===== src/rtl/clock_pkg.sv =====
// Shared definitions for the VGA clock front end: button channel indices,
// the per-button FSM state type and default timing for a 25 MHz video_clk.
package clock_pkg;

    // Button channel order on btn_in / btn_level / btn_pulse
    localparam int BTN_HOUR   = 0;
    localparam int BTN_MIN    = 1;
    localparam int BTN_SEC    = 2;
    localparam int BTN_AL     = 3;
    localparam int BTN_AL_TOG = 4;

    localparam int DEF_NUM_BTN = 5;

    // Default timing: 25000 cycles of 25 MHz is one 1 ms tick
    localparam int DEF_TICK_DIV         = 25000;
    localparam int DEF_DEBOUNCE_MS      = 10;
    localparam int DEF_REPEAT_DELAY_MS  = 500;
    localparam int DEF_REPEAT_PERIOD_MS = 100;

    // Only the time-setting buttons auto-repeat; alarm buttons pulse once
    localparam logic [DEF_NUM_BTN-1:0] DEF_REPEAT_MASK =
        DEF_NUM_BTN'((1 << BTN_HOUR) | (1 << BTN_MIN) | (1 << BTN_SEC));

    // Per-button press/repeat state
    typedef enum logic [1:0] {
        ST_IDLE   = 2'd0,
        ST_DELAY  = 2'd1,
        ST_REPEAT = 2'd2,
        ST_HELD   = 2'd3
    } btn_state_t;

    // Bits needed to hold 0..max_count inclusive
    function automatic int cnt_width(input int max_count);
        return (max_count < 1) ? 1 : $clog2(max_count + 1);
    endfunction

endpackage


===== src/rtl/btn_channel.sv =====
// One button channel: 2-flop synchronizer, tick-based debounce and the
// press / auto-repeat FSM producing registered one-cycle pulses.
// Handshake: none; pulse_o is a one-cycle strobe with no back-pressure,
// level_o is a plain debounced level.
module btn_channel
    import clock_pkg::*;
#(
    parameter int   DEBOUNCE_MS      = DEF_DEBOUNCE_MS,
    parameter int   REPEAT_DELAY_MS  = DEF_REPEAT_DELAY_MS,
    parameter int   REPEAT_PERIOD_MS = DEF_REPEAT_PERIOD_MS,
    parameter logic REPEAT_EN        = 1'b1
) (
    input  logic clk_i,
    input  logic rst_i,
    input  logic tick_i,
    input  logic btn_i,
    output logic level_o,
    output logic pulse_o
);

    localparam int DB_W   = cnt_width(DEBOUNCE_MS);
    localparam int RP_MAX = (REPEAT_DELAY_MS > REPEAT_PERIOD_MS) ? REPEAT_DELAY_MS : REPEAT_PERIOD_MS;
    localparam int RP_W   = cnt_width(RP_MAX);

    // Counters act on the tick that would make them reach their terminal value
    localparam logic [DB_W-1:0] DB_LAST     = DB_W'(DEBOUNCE_MS - 1);
    localparam logic [RP_W-1:0] DELAY_LAST  = RP_W'(REPEAT_DELAY_MS - 1);
    localparam logic [RP_W-1:0] PERIOD_LAST = RP_W'(REPEAT_PERIOD_MS - 1);

    logic            sync1_q, sync2_q;
    logic            level_q, level_d;
    logic [DB_W-1:0] db_cnt_q, db_cnt_d;
    logic [RP_W-1:0] rp_cnt_q, rp_cnt_d;
    logic            pulse_q, pulse_d;
    btn_state_t      state_q, state_d;
    logic            rise, fall;

    // Synchronizer, debounce and output registers
    always_ff @(posedge clk_i) begin
        if (rst_i) begin
            sync1_q  <= 1'b0;
            sync2_q  <= 1'b0;
            level_q  <= 1'b0;
            db_cnt_q <= '0;
            rp_cnt_q <= '0;
            pulse_q  <= 1'b0;
        end else begin
            sync1_q  <= btn_i;
            sync2_q  <= sync1_q;
            level_q  <= level_d;
            db_cnt_q <= db_cnt_d;
            rp_cnt_q <= rp_cnt_d;
            pulse_q  <= pulse_d;
        end
    end

    // Debounce: level flips only after DEBOUNCE_MS consecutive disagreeing ticks
    always_comb begin
        level_d  = level_q;
        db_cnt_d = db_cnt_q;
        if (sync2_q == level_q) begin
            db_cnt_d = '0;
        end else if (tick_i) begin
            if (db_cnt_q == DB_LAST) begin
                level_d  = ~level_q;
                db_cnt_d = '0;
            end else begin
                db_cnt_d = db_cnt_q + DB_W'(1);
            end
        end
    end

    // Edges of the debounced level as they are about to be registered
    assign rise = level_d & ~level_q;
    assign fall = ~level_d & level_q;

    // FSM state register
    always_ff @(posedge clk_i) begin
        if (rst_i) begin
            state_q <= ST_IDLE;
        end else begin
            state_q <= state_d;
        end
    end

    // FSM next state; release is checked before any repeat event
    always_comb begin
        state_d = state_q;
        case (state_q)
            ST_IDLE: begin
                if (rise) state_d = REPEAT_EN ? ST_DELAY : ST_HELD;
            end
            ST_DELAY: begin
                if (fall) state_d = ST_IDLE;
                else if (tick_i && (rp_cnt_q == DELAY_LAST)) state_d = ST_REPEAT;
            end
            ST_REPEAT: begin
                if (fall) state_d = ST_IDLE;
            end
            ST_HELD: begin
                if (fall) state_d = ST_IDLE;
            end
            default: state_d = ST_IDLE;
        endcase
    end

    // FSM outputs: press/repeat pulse and the repeat tick counter
    always_comb begin
        pulse_d  = 1'b0;
        rp_cnt_d = rp_cnt_q;
        case (state_q)
            ST_IDLE: begin
                rp_cnt_d = '0;
                if (rise) pulse_d = 1'b1;
            end
            ST_DELAY: begin
                if (fall) begin
                    rp_cnt_d = '0;
                end else if (tick_i) begin
                    if (rp_cnt_q == DELAY_LAST) begin
                        pulse_d  = 1'b1;
                        rp_cnt_d = '0;
                    end else begin
                        rp_cnt_d = rp_cnt_q + RP_W'(1);
                    end
                end
            end
            ST_REPEAT: begin
                if (fall) begin
                    rp_cnt_d = '0;
                end else if (tick_i) begin
                    if (rp_cnt_q == PERIOD_LAST) begin
                        pulse_d  = 1'b1;
                        rp_cnt_d = '0;
                    end else begin
                        rp_cnt_d = rp_cnt_q + RP_W'(1);
                    end
                end
            end
            ST_HELD: begin
                rp_cnt_d = '0;
            end
            default: rp_cnt_d = '0;
        endcase
    end

    assign level_o = level_q;
    assign pulse_o = pulse_q;

endmodule


===== src/rtl/button_conditioner.sv =====
// Push-button front end for the VGA clock core: a shared 1 ms prescaler
// feeding one debounce/auto-repeat channel per button.
module button_conditioner
    import clock_pkg::*;
#(
    parameter int                 NUM_BTN          = DEF_NUM_BTN,
    parameter int                 TICK_DIV         = DEF_TICK_DIV,
    parameter int                 DEBOUNCE_MS      = DEF_DEBOUNCE_MS,
    parameter int                 REPEAT_DELAY_MS  = DEF_REPEAT_DELAY_MS,
    parameter int                 REPEAT_PERIOD_MS = DEF_REPEAT_PERIOD_MS,
    parameter logic [NUM_BTN-1:0] REPEAT_MASK      = DEF_REPEAT_MASK
) (
    input  logic               video_clk,
    input  logic               reset,
    input  logic [NUM_BTN-1:0] btn_in,
    output logic [NUM_BTN-1:0] btn_level,
    output logic [NUM_BTN-1:0] btn_pulse
);

    localparam int TD_W = cnt_width(TICK_DIV - 1);
    localparam logic [TD_W-1:0] TICK_LAST = TD_W'(TICK_DIV - 1);

    logic [TD_W-1:0] presc_q, presc_d;
    logic            tick;

    assign tick = (presc_q == TICK_LAST);

    // Prescaler next value: wrap after the tick cycle
    always_comb begin
        presc_d = tick ? '0 : presc_q + TD_W'(1);
    end

    // Prescaler register
    always_ff @(posedge video_clk) begin
        if (reset) begin
            presc_q <= '0;
        end else begin
            presc_q <= presc_d;
        end
    end

    for (genvar g = 0; g < NUM_BTN; g++) begin : g_ch
        btn_channel #(
            .DEBOUNCE_MS      (DEBOUNCE_MS),
            .REPEAT_DELAY_MS  (REPEAT_DELAY_MS),
            .REPEAT_PERIOD_MS (REPEAT_PERIOD_MS),
            .REPEAT_EN        (REPEAT_MASK[g])
        ) u_ch (
            .clk_i   (video_clk),
            .rst_i   (reset),
            .tick_i  (tick),
            .btn_i   (btn_in[g]),
            .level_o (btn_level[g]),
            .pulse_o (btn_pulse[g])
        );
    end

endmodule


===== config.mk =====
export PLATFORM = sky130hd
export DESIGN_NAME = button_conditioner
export DESIGN_NICKNAME = d
export VERILOG_FILES = /design/src/rtl/clock_pkg.sv /design/src/rtl/btn_channel.sv /design/src/rtl/button_conditioner.sv
export SDC_FILE = /design/constraint.sdc
export NUM_CORES = 1
export LEC_CHECK = 0
export ABC_AREA = 1
export CAP_MARGIN = 20
export CELL_PAD_IN_SITES_DETAIL_PLACEMENT = 0
export CELL_PAD_IN_SITES_GLOBAL_PLACEMENT = 1
export CORE_ASPECT_RATIO = 2
export CORE_MARGIN = 2
export CORE_UTILIZATION = 43
export CTS_CLUSTER_DIAMETER = 50
export DETAILED_ROUTE_END_ITERATION = 12
export PLACE_DENSITY_LB_ADDON = 0.1
export SLEW_MARGIN = 10
export SYNTH_ARGS = -nofsm -noshare
export SYNTH_HDL_FRONTEND = slang
export SYNTH_SLANG_ARGS = --single-unit

===== constraint.sdc =====
create_clock -name video_clk -period 2.1 [get_ports video_clk]
set_input_delay 0.42 -clock video_clk [delete_from_list [all_inputs] [get_ports video_clk]]
set_output_delay 0.42 -clock video_clk [all_outputs]
set_load 0.05 [all_outputs]

Word-level counts from Yosys, hierarchy flattened
Index checks and enable logic that the tools add are counted.
{"block": "word_totals", "regBits": 110, "input_bits": 7, "output_inout_bits": 10, "word_cells": 284}
{"block": "classes", "add_sub_neg": 11, "n_eq_ne": 61, "n_mux": 120, "bitwise": 20, "reduce_logical": 36}
{"op": "9-bit 2-to-1 mux", "n": 30}
{"op": "9-bit one-hot mux with 3 select lines", "n": 5}
{"op": "1-bit 2-to-1 mux", "n": 50}
{"op": "9-bit by 1-bit adder with 9-bit output (second input constant)", "n": 5}
{"op": "9-bit by 7-bit == test with 1-bit output (second input constant)", "n": 5}
{"op": "9-bit == test (second input constant)", "n": 5}
{"op": "2-bit 2-to-1 mux", "n": 20}
{"op": "2-bit OR reduction", "n": 16}
{"op": "2-bit one-hot mux with 3 select lines", "n": 5}
{"op": "3-bit by 2-bit inequality test with 1-bit output (second input constant)", "n": 8}
{"op": "3-bit by 1-bit inequality test with 1-bit output (second input constant)", "n": 7}
{"op": "4-bit by 1-bit adder with 4-bit output (second input constant)", "n": 5}
{"op": "2-bit == test (second input constant)", "n": 10}
{"op": "4-bit == test (second input constant)", "n": 5}
{"op": "4-bit 2-to-1 mux", "n": 5}
{"op": "2-bit by 1-bit inequality test with 1-bit output (second input constant)", "n": 10}
{"op": "15-bit by 1-bit adder with 15-bit output (second input constant)", "n": 1}
{"op": "15-bit == test (second input constant)", "n": 1}
{"op": "1-bit one-hot mux with 3 select lines", "n": 5}
{"op": "3-bit AND reduction", "n": 5}
{"op": "1-bit AND", "n": 10}
{"op": "2-bit by 1-bit == test with 1-bit output (second input constant)", "n": 5}
{"op": "2-bit zero test", "n": 5}
{"op": "1-bit inverter", "n": 10}
{"op": "3 further kinds", "n": 15}

Depth between registers and ports, before layout
Gate-level depths: netlist of the first run.
{"block": "logic_depth", "ltp_word": 8, "ltp_mapped": 12, "mapped_depth_nobuf": 12}

Hierarchy
Synthesis of the first run repeated with hierarchy kept, for this count alone.
{"block": "unflattened", "hier_cells": 837, "hier_area_um2": 5861.9}
{"module": "btn_channel at g_ch[0].u_ch ...", "instances": 3, "cells_each": 148, "area_per_inst_um2": 1034.7, "seq_area_each_um2": 380.4}
{"module": "btn_channel at g_ch[3].u_ch ...", "instances": 2, "cells_each": 131, "area_per_inst_um2": 967.2, "seq_area_each_um2": 380.4}
{"module": "button_conditioner", "instances": 1, "cells_each": 131, "area_per_inst_um2": 823.3, "seq_area_each_um2": 300.3}

Worst setup path before layout of the first run
OpenSTA, ideal clock, no wires.
{"block": "synth_path", "path_type": "reg2reg", "startpoint": "reg presc_q[0]", "endpoint": "reg g_ch[3].u_ch.db_cnt_q[1]", "setup_ns": 0.138, "arrival_ns": 1.540, "required_time_ns": 1.962, "slack_ns": 0.421, "path_stages_with_launch": 9, "path_buffers": 2, "synth_period_minus_slack_ns": 1.679, "path_cell_list": "dfxtp_1 > ha_1 > nand2_1 > nor3_2 > nand2_4 > buf_6 > buf_2 > o21ai_0 > a21oi_1"}
{"block": "synth_between", "elab_chain_len": 1}
{"item": "start: declaration", "line": "button_conditioner.sv:23", "text": "logic [TD_W-1:0] presc_q, presc_d;"}
{"item": "start signal: assignment", "line": "button_conditioner.sv:38", "text": "presc_q <= presc_d;"}
{"item": "15-bit == test", "line": "button_conditioner.sv:26", "text": "assign tick = (presc_q == TICK_LAST);"}
{"item": "end signal: assignment", "line": "btn_channel.sv:51", "text": "db_cnt_q <= db_cnt_d;"}
{"item": "end: declaration", "line": "btn_channel.sv:32", "text": "logic [DB_W-1:0] db_cnt_q, db_cnt_d;"}
No other way between the ends.
A chain may end at the register's enable or synchronous reset.

Worst setup path after layout of the first run
{"block": "layout_path", "startpoint": "reg g_ch[4].u_ch.level_q", "endpoint": "out btn_level[4]"}
{"item": "start: declaration", "line": "btn_channel.sv:31", "text": "logic level_q, level_d;"}
{"item": "start signal: assignment", "line": "btn_channel.sv:50", "text": "level_q <= level_d;"}
{"item": "end: declaration", "line": "button_conditioner.sv:16", "text": "output logic [NUM_BTN-1:0] btn_level,"}
No word-level cell between the ends.

==> impl_metrics.json, run 1 <==
{
  "cp-start-kind": "flip-flop",
  "cp.depth": 1,
  "die_area_sq_mm": 0.01493,
  "worst_hold_path_type": "flip-flop to flip-flop",
  "die_y_um": 170.8,
  "finalHoldViolCount": 0,
  "drive_gt1_share_pct": 8.621,
  "path_cells": "clkdlybuf4s50_1",
  "multi_input_area_sq_mm": 0.003092,
  "cp_slowest_cell": "clkdlybuf4s50_1",
  "fin_cells": 1085,
  "p_total_w": 0.003931,
  "end_kind": "output port",
  "cts_tree": "done",
  "crit_type": "flip-flop to output port",
  "synth_most_common_cell": "nand2_1",
  "syn-cell-area_sq_mm": 0.005984,
  "cts_sinks": 110,
  "synth_common_cells": "187 x nand2_1, 148 x inv_1, 133 x nor2_1, 110 x dfxtp_1, 91 x nand3_1",
  "yosys_warnings": 0,
  "clk_latency_ns": 0.35,
  "drv_cap": 0,
  "critPathBufInv": 1,
  "synth_seq_cells": 110,
  "wl_mm": 12.92,
  "synthArstFlopShare_pct": 0,
  "syn_to_final_growth_pct": 12.40,
  "drt_first_iter_violations": 179,
  "fin_worst_skew_ns": 0.009637,
  "detail-route-antenna-nets": 0,
  "setup_viol": 0,
  "drt_pre_antenna_iters": 4,
  "power_leakage_nw": 2.939,
  "ff2ff_path_depth": 8,
  "power.density_mw_per_mm2": 584.5,
  "tns_ns": 0,
  "synth_fp_nets": 910,
  "cts_buffers": 9,
  "syn_avg_cell_area_sq_um": 6.672,
  "placed_cell_area_sq_mm": 0.006291,
  "worstPathRequired_ns": 1.68,
  "worstMarginPinSlew_ns": 0.6871,
  "fin_crit_sh_pct": 94.82,
  "core_sq_mm": 0.01374,
  "fin_area_sq_mm": 0.006726,
  "drc": 0,
  "period_needed_ns": 1.991,
  "holdPathStages": 2,
  "worst-r2r-setup-slack_ns": 0.19,
  "synth_top_area_share_pct": 36.80,
  "path_clk_slew_ns": 0.07,
  "io_pins": 17,
  "slew_viol_final": 0,
  "synthCells": 897,
  "nFillCells": 1464,
  "max_freq_ghz": 0.5022,
  "rsz0062_at_grt": "no",
  "grt_max_degree": 43,
  "synthFlopType": "dfxtp_1",
  "synth.distinct_cells": 44,
  "port_buffers": 16,
  "gp_congestion": 0.7736,
  "irDropWorstVdd_mv": 0.3453,
  "insertedDiodeCount": 0,
  "rows": 61,
  "clockBufferDepth": 2,
  "grt_pass1_vias": 4968,
  "hpwl_mm": 9.285,
  "die_w_um": 87.42,
  "antenna_found_initial": 0,
  "regArea_sq_mm": 0.002203,
  "yosysSeqAreaShare_pct": 36.80,
  "max_stage_delay_ns": 0.83,
  "slew_headroom_pct": 54.19,
  "cts_root_buffer": "clkbuf_16",
  "gr-total-overflow": 0,
  "cp_max_fo": 5,
  "wire_per_inst_um": 11.91,
  "start_util_pct": 43.56,
  "post-place-cells": 1059,
  "status": "completed",
  "finalNetCount": 936,
  "path_delay_family": "buffers and inverters",
  "yosysTopAreaCell": "dfxtp_1",
  "cts-htree-levels": 3,
  "cp.arrival_ns": 1.57,
  "synth_area_leaders": "dfxtp_1 37%, nand2_1 12%, inv_1 9.3%",
  "num_vias": 5363,
  "grt_first_pass_wirelength_mm": 22.06,
  "synth_edf_count": 0,
  "track_usage_pct": 18.20,
  "routed_via_density": 4.943
}
## path summary, 6_finish.rpt
path,end,startpoint
min,g_ch[1].u_ch.sync2_q$_SDFF_PP0_,g_ch[1].u_ch.sync1_q$_SDFF_PP0_
max,btn_level[4],g_ch[4].u_ch.level_o$_SDFF_PP0_
max reg2reg,g_ch[4].u_ch.rp_cnt_q[1]$_SDFFE_PP0P_,presc_q[1]$_SDFF_PP0_
min reg2reg,g_ch[1].u_ch.sync2_q$_SDFF_PP0_,g_ch[1].u_ch.sync1_q$_SDFF_PP0_
## area by class of cell
class / count / area share, %
multi-input cells: 609 / 45.96
repair buffers: 39 / 5.301
clock inverters: 5 / 0.8557
flip-flops and latches: 110 / 32.76
clock buffers: 11 / 3.609
well taps: 157 / 2.920
inverters: 154 / 8.594
## timing repair
item | 4_1_cts | 5_1_grt
setup buffers | 0 | 9
pin swaps | 0 | 6
endpoints found under the hold margin | 0 | 0
setup endpoints to repair | 1 | 52
hold buffers | 0 | 0
gates resized for setup | 1 | 12
gates cloned | 0 | 1
## layout by cell type, fill, tap and decap left out, drive strengths merged
master | synthesis | final
xnor2 | 3 | 3
ha | 6 | 6
and3 | 1 | 1
o211ai | 4 | 4
dlymetal6s2s | 0 | 2
dlygate4sd2 | 0 | 1
clkbuf | 4 | 11
a21oi | 37 | 37
bufinv | 0 | 1
nor2 | 135 | 135
nor3b | 6 | 6
clkinv | 0 | 3
inv | 154 | 155
nand3b | 3 | 3
o22ai | 2 | 2
o21ai | 27 | 27
nor3 | 36 | 36
clkdlybuf4s50 | 0 | 12
nand4 | 32 | 32
o21a | 2 | 2
o21bai | 2 | 2
nand2 | 191 | 192
a31oi | 1 | 1
a211oi | 1 | 1
xor2 | 17 | 17
dfxtp | 110 | 110
nand3 | 95 | 95
or2 | 3 | 3
nor4 | 1 | 1
buf | 21 | 24
mux2i | 2 | 2
a41oi | 1 | 1
## flip-flops by register name (all words and copies together), names as in the netlist
register,count
g_ch.u_ch.level_o,5
g_ch.u_ch.sync1_q,5
presc_q,15
g_ch.u_ch.sync2_q,5
g_ch.u_ch.pulse_o,5
g_ch.u_ch.rp_cnt_q,45
g_ch.u_ch.state_q,10
g_ch.u_ch.db_cnt_q,20
## cell families after synthesis
kind of cell | share of synthesized area [%]
flip-flops | 36.80
buffers and inverters | 12.38
AND/OR/NAND/NOR | 39.18
adder cells (fa/ha/maj) | 1.254
multiplexers | 0.3345
XOR/XNOR | 2.927
AO/OA/AOI/OAI | 7.129
## per-layer routing
layer | up-vias | GRT usage, % | wire length [um]
met3 | 15 | 3.377 | 254
met2 | 36 | 30.60 | 6302
met1 | 2418 | 23.53 | 6135
met4 | 0 | 5.084 | 227
li1 | 2894 | - | -
met5 | - | 0 | 0
## stage by stage
stage | hold slack (ns) | setup slack [ns] | util, %
3_3_place_gp | 0.3926 | 0.09249 | 45.79
3_5_place_dp | 0.3948 | 0.04796 | 45.79
5_1_grt | 0.4232 | 0.01757 | 48.96
2_1_floorplan | 0.3883 | 0.4214 | -
6_report | 0.4036 | 0.1087 | 48.96
4_1_cts | 0.4045 | 0.01319 | 47.97
## report_power, final
| group | internal (W) | total, W | switching [W] |
|---|---|---|---|
| combinational | 0.0000308 | 0.0000830 | 0.0000523 |
| clock | 0.000962 | 0.00174 | 0.000777 |
| sequential | 0.00210 | 0.00211 | 0.0000116 |
| total | 0.00309 | 0.00393 | 0.000841 |
(Power assumes the default switching activity.)
==> inputs of run 2 (changes only) <==
==> constraint.sdc (replaced) <==
create_clock -name video_clk -period 2.1 [get_ports video_clk]
set_input_delay 0.315 -clock video_clk [delete_from_list [all_inputs] [get_ports video_clk]]
set_output_delay 0.315 -clock video_clk [all_outputs]
set_load 0.05 [all_outputs]
==> run 2 against run 1 <==
Clock skew increased by 0.0028 ns. Sequential power barely moved. Total power shrank 2.5%. Sequential share of layout area rose by 0.055 points. Fmax up 0.40%. Core utilization fell by 0.082 points. Wire length is 1.3% higher. Clock power is 5% lower. Sequential cell count is the same. First-iteration DRC count up 66%. Clock-buffer cell count down 1. Combinational power shrank 4.5%. Critical path type unchanged. Highest routed layer unchanged.
==> impl_metrics.json, run 2 (same netlist as run 1, synthesis figures left out) <==
{
  "setup_viol": 0,
  "detail-route-antenna-nets": 0,
  "power.density_mw_per_mm2": 571.0,
  "worst_hold_path_type": "flip-flop to flip-flop",
  "drt_first_iter_violations": 297,
  "start_util_pct": 43.56,
  "path_clk_slew_ns": 0.08,
  "period_needed_ns": 1.983,
  "io_pins": 17,
  "max_stage_delay_ns": 0.86,
  "cp_slowest_cell": "clkdlybuf4s50_1",
  "finalNetCount": 939,
  "multi_input_area_sq_mm": 0.003100,
  "ff2ff_path_depth": 9,
  "slew_headroom_pct": 54.41,
  "slew_viol_final": 0,
  "worstMarginPinSlew_ns": 0.6838,
  "drv_cap": 0,
  "grt_first_pass_wirelength_mm": 21.47,
  "regMostFlops": "g_ch.u_ch.rp_cnt_q",
  "irDropWorstVdd_mv": 0.3744,
  "crit_start": "g_ch[1].u_ch.level_o$_SDFF_PP0_",
  "rows": 61,
  "cts_tree": "done",
  "nFillCells": 1471,
  "endpoint": "btn_level[1]",
  "post-place-cells": 1063,
  "grt_max_degree": 43,
  "final_common_cell": "nand2_1",
  "fin_worst_skew_ns": 0.01241,
  "tns_ns": 0,
  "num_vias": 5411,
  "clockBufferDepth": 2,
  "drive_gt1_share_pct": 9.247,
  "r2r-start": "presc_q[1]$_SDFF_PP0_",
  "cts_root_buffer": "clkbuf_16",
  "fin_cells": 1087,
  "top_regs": "g_ch.u_ch.rp_cnt_q x45, g_ch.u_ch.db_cnt_q x20, presc_q x15",
  "regToRegEndpoint": "g_ch[2].u_ch.rp_cnt_q[8]$_SDFFE_PP0P_",
  "finish.utilization_pct": 48.88,
  "layout_common_cells": "182 x nand2_1, 148 x inv_1, 131 x nor2_1",
  "antenna_found_initial": 0,
  "path_delay_family": "buffers and inverters",
  "hpwl_mm": 9.298,
  "crit_type": "flip-flop to output port",
  "die_area_sq_mm": 0.01493,
  "cts_buffers": 9,
  "drt_pre_antenna_iters": 5,
  "pre_cts_slack_ns": 0.02489,
  "critPathBufInv": 1,
  "wl_mm": 13.08,
  "routed_via_density": 4.978,
  "path_cells": "clkdlybuf4s50_1",
  "track_usage_pct": 17.65,
  "worst-r2r-setup-slack_ns": 0.13,
  "drc": 0,
  "cp-start-kind": "flip-flop",
  "worst_slack_ns": 0.1166,
  "status": "completed",
  "timing.hold.ws_ns": 0.4030,
  "end_kind": "output port",
  "die_w_um": 87.42,
  "wire_per_inst_um": 12.04,
  "cts_sinks": 110,
  "port_buffers": 16,
  "die_y_um": 170.8,
  "power_leakage_nw": 2.890,
  "cp.arrival_ns": 1.67,
  "cts-htree-levels": 3,
  "largest_register_ffs": 45,
  "finalHoldViolCount": 0,
  "clk_latency_ns": 0.35,
  "grt_pass1_vias": 4810,
  "worstPathRequired_ns": 1.78,
  "gp_congestion": 0.7855,
  "regArea_sq_mm": 0.002203,
  "cp.depth": 1,
  "max_freq_ghz": 0.5042,
  "core_sq_mm": 0.01374,
  "fin_crit_sh_pct": 94.45,
  "syn_to_final_growth_pct": 12.21,
  "rsz0062_at_grt": "no",
  "gr-total-overflow": 0,
  "cp_max_fo": 5,
  "insertedDiodeCount": 0
}
## run 2: worst register-to-register path: stages, from the launching register on
cell and delay (ns):
dfxtp_1 0.36, ha_2 0.22, nand2_1 0.11, nor3_4 0.30, nand2_4 0.22, nand3b_2 0.20
buf_4 0.18, nand2_1 0.07, xor2_1 0.15, nor2_1 0.07
## run 2: layout make-up
cell class,instances,area share [%]
Inverter,154,8.608
Timing Repair Buffer,41,5.292
Clock buffer,10,3.559
Multi-Input combinational cell,610,46.17
Tap cell,157,2.925
Clock inverter,5,0.6335
Sequential cell,110,32.81
## run 2: metrics by stage
stage / total power [W] / instance area, sq um
6_report: 0.003835 / 6715
5_1_grt: 0.003989 / 6715
4_1_cts: 0.003913 / 6603
3_5_place_dp: 0.002237 / 6321
3_3_place_gp: 0.002237 / 6321
2_1_floorplan: 0.002202 / 5984
## run 2: layer usage
metal / global-route usage, % / vias to the layer above / share of wire (%) / wire length, um
li1: - / 2912 / - / -
met1: 22.82 / 2446 / 48 / 6281
met2: 30.01 / 43 / 49 / 6384
met3: 2.508 / 10 / 2.1 / 271
met4: 5.217 / 0 / 1.1 / 144
met5: 0 / - / 0 / 0
## run 2: power breakdown
part	switching, W	internal (W)
registers	0.0000104	0.00210
logic	0.0000512	0.0000281
clock network	0.000800	0.000847
## run 2: how the worst min path moves through the flow
| stage | from | to | slack, ns | depth (start not counted) |
|---|---|---|---|---|
| final | g_ch[2].u_ch.sync1_q$_SDFF_PP0_ | g_ch[2].u_ch.sync2_q$_SDFF_PP0_ | 0.40 | 2 |
| after floorplan | g_ch[0].u_ch.sync1_q$_SDFF_PP0_ | g_ch[0].u_ch.sync2_q$_SDFF_PP0_ | 0.39 | 2 |
| after detailed placement | g_ch[2].u_ch.sync1_q$_SDFF_PP0_ | g_ch[2].u_ch.sync2_q$_SDFF_PP0_ | 0.39 | 2 |
| after global placement | g_ch[2].u_ch.sync1_q$_SDFF_PP0_ | g_ch[2].u_ch.sync2_q$_SDFF_PP0_ | 0.39 | 2 |
| after global routing | g_ch[2].u_ch.sync1_q$_SDFF_PP0_ | g_ch[2].u_ch.sync2_q$_SDFF_PP0_ | 0.41 | 2 |
| after CTS | g_ch[2].u_ch.sync1_q$_SDFF_PP0_ | g_ch[2].u_ch.sync2_q$_SDFF_PP0_ | 0.40 | 2 |
## run 2: what timing repair did
| item | 4_1_cts | 5_1_grt |
|---|---|---|
| gates resized for setup | 0 | 12 |
| hold buffers | 0 | 0 |
| setup endpoints to repair | 0 | 47 |
| setup buffers | 0 | 7 |
==> inputs of run 3 (changes only) <==
SYNTH_HIERARCHICAL = 1   (was unset)
clock period = 2.5 ns   (was 2.1 ns; I/O delays follow)
==> run 3 against run 2 <==
Design area shrank 3.0%. First-iteration DRC count shrank 60%. Sequential share of layout area up 1.0 points. Synthesized cell count shrank 6.7%. Combinational power rose to 3.9 times the previous value. Critical endpoint is now g_ch[2].u_ch/rp_cnt_q[5]$_SDFFE_PP0P_.
==> impl_metrics.json, run 3 <==
{
  "yosys_warnings": 6,
  "cts_root_buffer": "clkbuf_16",
  "critPathBufInv": 3,
  "tns_ns": 0,
  "die_w_um": 86.56,
  "finalHoldViolCount": 0,
  "synthArstFlopShare_pct": 0,
  "synth_seq_cells": 110,
  "cts_tree": "done",
  "cp_slowest_cell": "dfxtp_1",
  "yosysTopAreaCell": "dfxtp_1",
  "grt_max_degree": 31,
  "io_pins": 17,
  "clockBufferDepth": 2,
  "synth_edf_count": 0,
  "path_cells": "ha_1, nand2_1, nor2_1, nand2_1, nor2_2, buf_4, inv_2, nor2_4, nand3_2, nand2_1, inv_2, nand2_2, nand3_4, nand2_4, nor2_2",
  "max_freq_ghz": 0.4571,
  "gp_congestion": 0.8519,
  "synth_top_area_share_pct": 37.57,
  "wl_mm": 12.57,
  "clk_latency_ns": 0.35,
  "detail-route-antenna-nets": 0,
  "nFillCells": 1363,
  "irDropWorstVdd_mv": 0.3815,
  "slew_headroom_pct": 60.88,
  "hpwl_mm": 9.830,
  "fin_crit_sh_pct": 87.51,
  "start_util_pct": 43.87,
  "power_leakage_nw": 2.600,
  "largest_register_ffs": 45,
  "synthFlopType": "dfxtp_1",
  "top_regs": "g_ch.u_ch/rp_cnt_q x45, g_ch.u_ch/db_cnt_q x20, presc_q x15",
  "yosysSeqAreaShare_pct": 37.57,
  "cts-htree-levels": 3,
  "min_from": "g_ch[1].u_ch/sync1_q$_SDFF_PP0_",
  "status": "completed",
  "syn_to_final_growth_pct": 11.10,
  "grt_first_pass_wirelength_mm": 21.78,
  "synth_most_common_cell": "nor2_1",
  "layout_common_cells": "162 x nor2_1, 153 x nand2_1, 110 x inv_1, 110 x dfxtp_1, 58 x nand3_1",
  "ctsResizeCount": 0,
  "critPathMostFrequentCell": "nand2_1",
  "r2r-start": "presc_q[0]$_SDFF_PP0_",
  "hold_buffers": 0,
  "slew_viol_final": 0,
  "cp_max_fo": 15,
  "wire_per_inst_um": 12.27,
  "syn-cell-area_sq_mm": 0.005862,
  "worstPathRequired_ns": 2.74,
  "p_total_w": 0.003557,
  "drive_gt1_share_pct": 12.41,
  "rows": 60,
  "period_needed_ns": 2.188,
  "hold_end": "g_ch[1].u_ch/sync2_q$_SDFF_PP0_",
  "num_vias": 5165,
  "power.density_mw_per_mm2": 546.2,
  "drt_first_iter_violations": 120,
  "ff2ff_path_depth": 15,
  "rsz0062_at_grt": "no",
  "worst_hold_path_type": "flip-flop to flip-flop",
  "synth.distinct_cells": 31,
  "drc": 0,
  "insertedDiodeCount": 0,
  "holdPathStages": 2,
  "die_y_um": 169.1,
  "die_area_sq_mm": 0.01464,
  "worst-r2r-setup-slack_ns": 0.31,
  "core_sq_mm": 0.01336,
  "path_clk_slew_ns": 0.08,
  "cp.arrival_ns": 2.43,
  "routed_via_density": 5.039,
  "worstMarginPinSlew_ns": 0.5867,
  "fin_worst_skew_ns": 0.01264,
  "syn_avg_cell_area_sq_um": 7.003,
  "cts_setup_buffers": 0,
  "drt_pre_antenna_iters": 4,
  "synth_area_leaders": "dfxtp_1 38%, nor2_1 10%, nand2_1 9.8%",
  "finalNetCount": 878,
  "crit_type": "flip-flop to flip-flop",
  "regMostFlops": "g_ch.u_ch/rp_cnt_q",
  "grt_pass1_vias": 5190,
  "track_usage_pct": 18.30,
  "antenna_found_initial": 0,
  "setup_viol": 0,
  "cts_sinks": 110,
  "synthCells": 837,
  "drv_cap": 0,
  "cts_buffers": 9,
  "final_common_cell": "nor2_1",
  "synth_fp_nets": 850,
  "end_kind": "flip-flop",
  "synth_common_cells": "163 x nor2_1, 153 x nand2_1, 110 x dfxtp_1, 110 x inv_1, 58 x nand3_1",
  "cp-start-kind": "flip-flop",
  "gr-total-overflow": 0,
  "path_delay_family": "simple AND/OR/NAND/NOR gates",
  "max_stage_delay_ns": 0.37,
  "regToRegEndpoint": "g_ch[2].u_ch/rp_cnt_q[5]$_SDFFE_PP0P_",
  "port_buffers": 16
}
-- run 3: changes by cell type in the layout (fill, tap and decap cells not counted), moves of 9 or more --
cell / previous run / this run
nor2_1: 131 / 162
nand3_2: 1 / 10
buf_4: 24 / 4
nand3_1: 91 / 58
nor3_1: 29 / 14
a21oi_1: 37 / 25
inv_1: 148 / 110
nand2_1: 182 / 153
nor2_2: 3 / 35
-- run 3: routing by layer --
layer | vias to the layer above | wire length, um | track usage, %
met5 | - | 0 | 0
met4 | 0 | 344 | 7.677
met3 | 23 | 247 | 3.169
met2 | 43 | 7390 | 37.36
met1 | 2392 | 4591 | 16.69
li1 | 2707 | - | -
-- run 3: final cells by class --
cell class / count / area, sq um / share of cell area, %
Clock buffer: 12 / 236.5 / 3.631
Clock inverter: 4 / 52.55 / 0.8069
Inverter: 122 / 457.9 / 7.032
Multi-Input combinational cell: 601 / 3159 / 48.51
Sequential cell: 110 / 2202 / 33.81
Tap cell: 155 / 193.9 / 2.978
Timing Repair Buffer: 21 / 210.2 / 3.228
-- run 3: cells by family after synthesis --
logic type	count (synthesis)	synth area share [%]
xor+xnor	33	4.931
buf+inv	126	8.581
flops	110	37.57
mux	2	0.3415
fa+ha+maj	6	1.281
simple gates	501	41.71
compound gates	59	5.592
-- run 3: how the worst max path moves through the flow --
stage	from	endpoint	depth (start not counted)
after floorplan	presc_q[0]$_SDFF_PP0_	g_ch[0].u_ch/rp_cnt_q[3]$_SDFFE_PP0P_	14
after global placement	presc_q[0]$_SDFF_PP0_	g_ch[0].u_ch/rp_cnt_q[6]$_SDFFE_PP0P_	15
after detailed placement	presc_q[0]$_SDFF_PP0_	g_ch[0].u_ch/rp_cnt_q[7]$_SDFFE_PP0P_	15
after CTS	presc_q[0]$_SDFF_PP0_	g_ch[0].u_ch/rp_cnt_q[8]$_SDFFE_PP0P_	15
after global routing	presc_q[0]$_SDFF_PP0_	g_ch[0].u_ch/rp_cnt_q[8]$_SDFFE_PP0P_	15
final	presc_q[0]$_SDFF_PP0_	g_ch[2].u_ch/rp_cnt_q[5]$_SDFFE_PP0P_	15
-- run 3: worst register-to-register path: stages, from the launching register on --
cell and delay, ns:
dfxtp_1 0.37, ha_1 0.24, nand2_1 0.07, nor2_1 0.10, nand2_1 0.07, nor2_2 0.11, buf_4 0.24, inv_2 0.10
nor2_4 0.13, nand3_2 0.13, nand2_1 0.12, inv_2 0.05, nand2_2 0.07, nand3_4 0.09, nand2_4 0.16, nor2_2 0.04
-- run 3: power breakdown --
group / leakage, nW / switching (W) / internal (W)
sequential: 0.889 / 0.0000296 / 0.00178
combinational: 1.57 / 0.000204 / 0.000104
clock: 0.142 / 0.000650 / 0.000785
total: 2.60 / 0.000884 / 0.00267
-- run 3: per-stage QoR --
stage	setup slack (ns)	instances	util (%)	instance area, sq um	hold slack, ns
after floorplan	0.01790	837	-	5862	0.3883
final	0.3123	1025	48.74	6513	0.4059
after global routing	0.04035	1025	48.74	6513	0.4330
after detailed placement	0.3235	1009	46.57	6223	0.3990
after global placement	0.3897	1009	46.57	6223	0.3888
after CTS	0.3005	1025	48.74	6513	0.4098
